<file path="src/rtl/video_capture.sv">
// Receive side of the parallel RGB565 video interface: locks to frame boundaries, packs valid
// pixels into DATA_W*PACK-bit write words and measures line length / line count per frame.
module video_capture #(
    parameter int unsigned DATA_W = 16,
    parameter int unsigned PACK   = 8,
    parameter int unsigned H_DISP = 1280,
    parameter int unsigned V_DISP = 720
) (
    input  logic                   pixel_clk,
    input  logic                   sys_rst_n,
    input  logic                   cap_en,
    input  logic                   img_hsync,
    input  logic                   img_vsync,
    input  logic                   img_valid,
    input  logic [DATA_W-1:0]      img_data,
    input  logic                   wr_full,
    output logic                   wr_en,
    output logic [DATA_W*PACK-1:0] wr_data,
    output logic                   frame_start,
    output logic                   frame_done,
    output logic                   cap_busy,
    output logic [10:0]            line_len,
    output logic [9:0]             line_cnt,
    output logic                   err_line,
    output logic                   err_frame,
    output logic                   err_ovf
);

    localparam int unsigned IDX_W = (PACK > 1) ? $clog2(PACK) : 1;
    localparam logic [IDX_W-1:0] IDX_LAST = IDX_W'(PACK - 1);

    typedef enum logic [1:0] {StIdle, StArm, StCapture, StDone} state_e;

    state_e state_q;

    logic              vsync_q, vsync_prev_q;
    logic              valid_q, valid_prev_q;
    logic [DATA_W-1:0] data_q;

    logic [PACK-1:0][DATA_W-1:0] pack_q;
    logic [PACK-1:0][DATA_W-1:0] full_word;
    logic [PACK-1:0][DATA_W-1:0] wr_data_q;
    logic [IDX_W-1:0]            pix_idx_q;
    logic [10:0]                 pix_cnt_q;
    logic                        word_pend_q;
    logic                        frame_start_q;
    logic                        frame_done_q;
    logic [10:0]                 line_len_q;
    logic [9:0]                  line_cnt_q;
    logic                        err_line_q;
    logic                        err_frame_q;
    logic                        err_ovf_q;

    logic vsync_rise;
    logic valid_fall;
    logic frame_begin;

    // Line boundaries come from valid only; hsync is deliberately ignored.
    logic unused_hsync;
    assign unused_hsync = img_hsync;

    always_ff @(posedge pixel_clk or negedge sys_rst_n) begin
        if (!sys_rst_n) begin
            vsync_q      <= 1'b0;
            vsync_prev_q <= 1'b0;
            valid_q      <= 1'b0;
            valid_prev_q <= 1'b0;
            data_q       <= '0;
        end else begin
            vsync_q      <= img_vsync;
            vsync_prev_q <= vsync_q;
            valid_q      <= img_valid;
            valid_prev_q <= valid_q;
            data_q       <= img_data;
        end
    end

    assign vsync_rise  = vsync_q & ~vsync_prev_q;
    assign valid_fall  = ~valid_q & valid_prev_q;
    assign frame_begin = vsync_rise &&
                         (((state_q == StArm) && cap_en) || (state_q == StCapture));

    // The 8th pixel goes straight from the input register into the issued word.
    always_comb begin
        full_word           = pack_q;
        full_word[PACK-1]   = data_q;
    end

    always_ff @(posedge pixel_clk or negedge sys_rst_n) begin
        if (!sys_rst_n) begin
            state_q       <= StIdle;
            pack_q        <= '0;
            wr_data_q     <= '0;
            pix_idx_q     <= '0;
            pix_cnt_q     <= '0;
            word_pend_q   <= 1'b0;
            frame_start_q <= 1'b0;
            frame_done_q  <= 1'b0;
            line_len_q    <= '0;
            line_cnt_q    <= '0;
            err_line_q    <= 1'b0;
            err_frame_q   <= 1'b0;
            err_ovf_q     <= 1'b0;
        end else begin
            word_pend_q   <= 1'b0;
            frame_start_q <= 1'b0;
            frame_done_q  <= 1'b0;
            if (word_pend_q && wr_full) begin
                err_ovf_q <= 1'b1;
            end

            if (frame_begin) begin
                // A vsync rise while already capturing means the previous frame was truncated.
                frame_start_q <= 1'b1;
                line_cnt_q    <= '0;
                pack_q        <= '0;
                pix_idx_q     <= '0;
                pix_cnt_q     <= '0;
                err_line_q    <= 1'b0;
                err_ovf_q     <= 1'b0;
                err_frame_q   <= (state_q == StCapture);
                state_q       <= StCapture;
            end else begin
                unique case (state_q)
                    StIdle: begin
                        if (cap_en) begin
                            state_q <= StArm;
                        end
                    end
                    StArm: begin
                    end
                    StCapture: begin
                        if (valid_q) begin
                            if (pix_cnt_q != 11'h7ff) begin
                                pix_cnt_q <= pix_cnt_q + 11'd1;
                            end
                            if (pix_idx_q == IDX_LAST) begin
                                wr_data_q   <= full_word;
                                word_pend_q <= 1'b1;
                                pack_q      <= '0;
                                pix_idx_q   <= '0;
                            end else begin
                                pack_q[pix_idx_q] <= data_q;
                                pix_idx_q         <= pix_idx_q + IDX_W'(1);
                            end
                        end
                        if (valid_fall) begin
                            line_len_q <= pix_cnt_q;
                            if (pix_cnt_q != 11'(H_DISP)) begin
                                err_line_q <= 1'b1;
                            end
                            // Unused upper slots are already zero in the buffer.
                            if (pix_idx_q != '0) begin
                                wr_data_q   <= pack_q;
                                word_pend_q <= 1'b1;
                            end
                            pack_q     <= '0;
                            pix_idx_q  <= '0;
                            pix_cnt_q  <= '0;
                            line_cnt_q <= line_cnt_q + 10'd1;
                            if (line_cnt_q == 10'(V_DISP - 1)) begin
                                state_q <= StDone;
                            end
                        end
                    end
                    StDone: begin
                        frame_done_q <= 1'b1;
                        state_q      <= cap_en ? StArm : StIdle;
                    end
                    default: state_q <= StIdle;
                endcase
            end
        end
    end

    // The FIFO accepts a write only when not full, so full is checked in the strobe cycle itself.
    assign wr_en       = word_pend_q & ~wr_full;
    assign wr_data     = wr_data_q;
    assign frame_start = frame_start_q;
    assign frame_done  = frame_done_q;
    assign cap_busy    = (state_q == StCapture);
    assign line_len    = line_len_q;
    assign line_cnt    = line_cnt_q;
    assign err_line    = err_line_q;
    assign err_frame   = err_frame_q;
    assign err_ovf     = err_ovf_q;

endmodule
</file>
<file path="config.mk">
export PLATFORM = sky130hd
export DESIGN_NAME = video_capture
export DESIGN_NICKNAME = d
export VERILOG_FILES = /design/src/rtl/video_capture.sv
export SDC_FILE = /design/constraint.sdc
export NUM_CORES = 1
export LEC_CHECK = 0
export ABC_CLOCK_PERIOD_IN_PS = 2400
export CORE_MARGIN = 8
export CORE_UTILIZATION = 49
export CTS_CLUSTER_SIZE = 24
export DETAILED_ROUTE_END_ITERATION = 8
export PLACE_DENSITY = 0.83
export SLEW_MARGIN = 20
export SYNTH_ARGS = -nofsm -noshare
export SYNTH_HDL_FRONTEND = slang
export SYNTH_SLANG_ARGS = --single-unit
</file>
<file path="constraint.sdc">
create_clock -name pixel_clk -period 2.4 [get_ports pixel_clk]
set_clock_uncertainty 0.15 [all_clocks]
set_input_delay 0.48 -clock pixel_clk [delete_from_list [all_inputs] [get_ports pixel_clk]]
set_output_delay 0.48 -clock pixel_clk [all_outputs]
set_load 0.005 [all_outputs]
</file>
==> flow_metrics.py <==
metrics = {
    "run_status": {
        "outcome": "finished clean",
    },
    "logic_synthesis": {
        "synth_top_family_by_area": "compound AO/OA/AOI/OAI gates",
        "synth-warning-count": 0,
        "synth_top_area_share": 0.6390,
        "synthXorXnorAreaFrac": 0.0007011,
        "synth_edf_count": 0,
        "yosysSeqAreaShare": 0.6390,
        "syn-num-nets": 899,
        "yosysTopAreaCell": "dfrtp_1",
        "ys_ff_latch": 319,
        "synthMuxAreaShare": 0.1196,
        "syn-mean-instance-area_um2": 14.36,
        "synthAdderAreaFrac": 0.006010,
        "async_reset_ff_frac": 1.000,
        "netlist_instances": 870,
        "synth-compound-area-share": 0.1409,
        "synth_area_um2": 12490,
        "synth-simple-area-share": 0.05499,
        "ys_top_cells_by_area": "dfrtp_1 (64%), mux2_1 (9.2%), a22o_1 (9.2%), mux2_2 (2.5%), nand2_1 (1.4%)",
        "yosys.cell_types.count": 65,
        "ys.flop_type": "dfrtp_1",
    },
    "hold_path": {
        "hold_path_depth": 1,
        "hp-class": "input pin to flop",
    },
    "grt": {
        "grt_pass1_wl_mm": 51.09,
        "grt_pass1_vias": 8749,
        "grt_max_degree": 62,
        "antenna_found_initial": 1,
        "grt.overflow.total": 0,
        "grt.total_usage": 0.2078,
    },
    "critical_path": {
        "end_kind": "flop",
        "crit_path_max_fanout": 13,
        "rrSetupSlack_ns": 0.07,
        "worst-setup-path-type": "flop to flop",
        "start_kind": "flop",
        "crit_arrival_ns": 2.55,
        "regToRegStartpoint": "pix_idx_q[1]",
        "crit_path_end": "wr_data[68]",
        "startpoint": "pix_idx_q[1]",
        "required_ns": 2.62,
        "r2r-end": "wr_data[68]",
        "worst_r2r_path_depth": 7,
    },
    "timing": {
        "slew_headroom": 0.6002,
        "worstMarginPinSlew_ns": 0.5997,
        "setup_ws_ns": 0.06581,
        "period_needed_ns": 2.334,
        "finalSetupViolations": 0,
        "hold_violations": 0,
        "grt_setup_unrepaired": "no",
        "drv_slew": 0,
        "fin_tns_setup_ns": 0,
        "fmax_mhz": 428.4,
        "period_share": 0.9726,
    },
    "drt": {
        "vias_per_cell": 5.770,
        "routed-wl-met3_mm": 1.858,
        "drt-initial-drc-count": 723,
        "wl_per_cell_um": 22.12,
        "maxUsedRoutingLayer": "met4",
        "wl_mm": 31.62,
        "drcViolationCount": 0,
        "antenna_left": 0,
        "vias": 8245,
        "drt-met1-wl_mm": 13.59,
        "wl_met2_mm": 15.45,
        "first_pass_iters": 5,
    },
    "clocking": {
        "cts_max_level": 2,
        "clk_latency_ns": 0.52,
        "path_clk_slew_ns": 0.06,
        "cts_tree": "built",
        "cts_root_buf": "clkbuf_16",
        "clock_path_buffers": 3,
        "clkSinkCount": 319,
        "numCtsBuffers": 34,
    },
    "finish": {
        "antenna-diode-count": 0,
        "multi_input_area_um2": 4058,
        "layout-drive-gt1-share": 0.1501,
        "fill_cells": 1820,
        "mostFrequentLayoutCell": "dfrtp_1",
        "nets": 1103,
        "final_area_um2": 16080,
        "regArea_um2": 7983,
        "syn_to_final_growth_pct": 28.73,
        "layout_common_cells": "dfrtp_1 (319), clkdlybuf4s50_1 (176), a22o_1 (131)",
        "finalNonFillerCells": 1429,
    },
    "floorplan": {
        "die_h_um": 175.7,
        "dieArea_um2": 30860,
        "core_um2": 25110,
        "die_x_um": 175.7,
        "start_util": 0.4975,
        "core.rowCount": 58,
        "ios": 179,
    },
    "placed_design": {
        "hpwlAfterDp_mm": 20.83,
        "gp_congestion": 0.8642,
        "place_ws_ns": -0.2463,
        "portBuffers": 177,
        "place_inst": 1361,
        "postPlaceCellArea_um2": 14750,
    },
    "power": {
        "p_per_area_nw_per_um2": 771.6,
        "peakVddDrop_mv": 0.5002,
        "totalPowerFinal_w": 0.01241,
        "p_leak_nw": 7.662,
    },
    "run": {
        "cap_violations": 0,
    },
}
-- routing by layer --
metal,up-vias,track usage
li1,3643,-
met1,4254,0.2824
met2,299,0.3329
met3,49,0.04359
met4,0,0.05970
met5,-,0
-- per-stage QoR --
step | hold WS (ns) | utilization
2_1_floorplan | 0.03441 | -
3_3_place_gp | 0.2710 | 0.5874
3_5_place_dp | 0.2627 | 0.5874
4_1_cts | 0.2349 | 0.6376
5_1_grt | 0.2347 | 0.6404
6_report | 0.2487 | 0.6404
-- kinds of logic after synthesis --
kind of cell    count (synthesis)
flops                         319
compound gates                207
mux                           133
simple gates                  128
buf+inv                        76
fa+ha+maj                       6
xor+xnor                        1
-- worst max-delay path, cell delays in order, from the launching register on --
cell and delay (ns):
dfrtp_1 0.42, ha_1 0.21, ha_2 0.26, nand2_1 0.15, a21boi_4 0.26, buf_12 0.21, buf_4 0.18, mux2_1 0.33
-- how the worst min path moves through the flow --
stage | startpoint | to | slack [ns]
3_3_place_gp | vsync_q | vsync_prev_q | 0.27
4_1_cts | img_data[10] | data_q[10] | 0.23
5_1_grt | img_data[10] | data_q[10] | 0.23
2_1_floorplan | sys_rst_n | data_q[0] | 0.03
6_report | img_data[10] | data_q[10] | 0.25
3_5_place_dp | vsync_q | vsync_prev_q | 0.26
-- layout make-up --
type                       count  share of cell area
sequential                   319              0.4964
tap                          330             0.02568
multi-input combinational    475              0.2523
clock buffer                  47             0.06162
inverter                      11            0.003035
clock inverter                14             0.01525
timing repair buffer         233              0.1457
-- state kept, by name, indices dropped and copies added, names as in the netlist, 2 cells and up --
name	count
line_len	11
full_word	112
data_q	16
state_q	2
pack_q	16
wr_data	128
line_cnt	10
pix_cnt_q	11
pix_idx_q	3
-- cells in the mapped netlist (5+ instances only) --
| cell | number |
|---|---|
| nand2_1 | 47 |
| nand3_1 | 15 |
| inv_1 | 7 |
| buf_6 | 5 |
| a311o_1 | 5 |
| nor2_1 | 15 |
| dfrtp_1 | 319 |
| clkbuf_1 | 11 |
| mux2_2 | 28 |
| a2bb2oi_1 | 11 |
| nor3_1 | 7 |
| a22o_1 | 131 |
| a21oi_1 | 5 |
| buf_4 | 6 |
| o21ai_0 | 11 |
| buf_1 | 16 |
| and3_1 | 7 |
| nand4_1 | 5 |
| ha_1 | 6 |
| o22ai_1 | 9 |
| buf_8 | 10 |
| mux2_1 | 102 |
| buf_2 | 16 |
-- power by group --
part           switching (W)  internal [W]
clock                0.00209       0.00355
sequential          0.000208       0.00558
combinational       0.000494      0.000484
total                0.00280       0.00961
-- repair_timing --
item	4_1_cts	5_1_grt
endpoints found under the hold margin	45	0
endpoints found under the setup margin	17	148
setup buffers	1	4
gates resized for setup	1	6
pin swaps	0	1
hold buffers	1	0
gates cloned	0	1
Power figures use the tool's default switching activity.
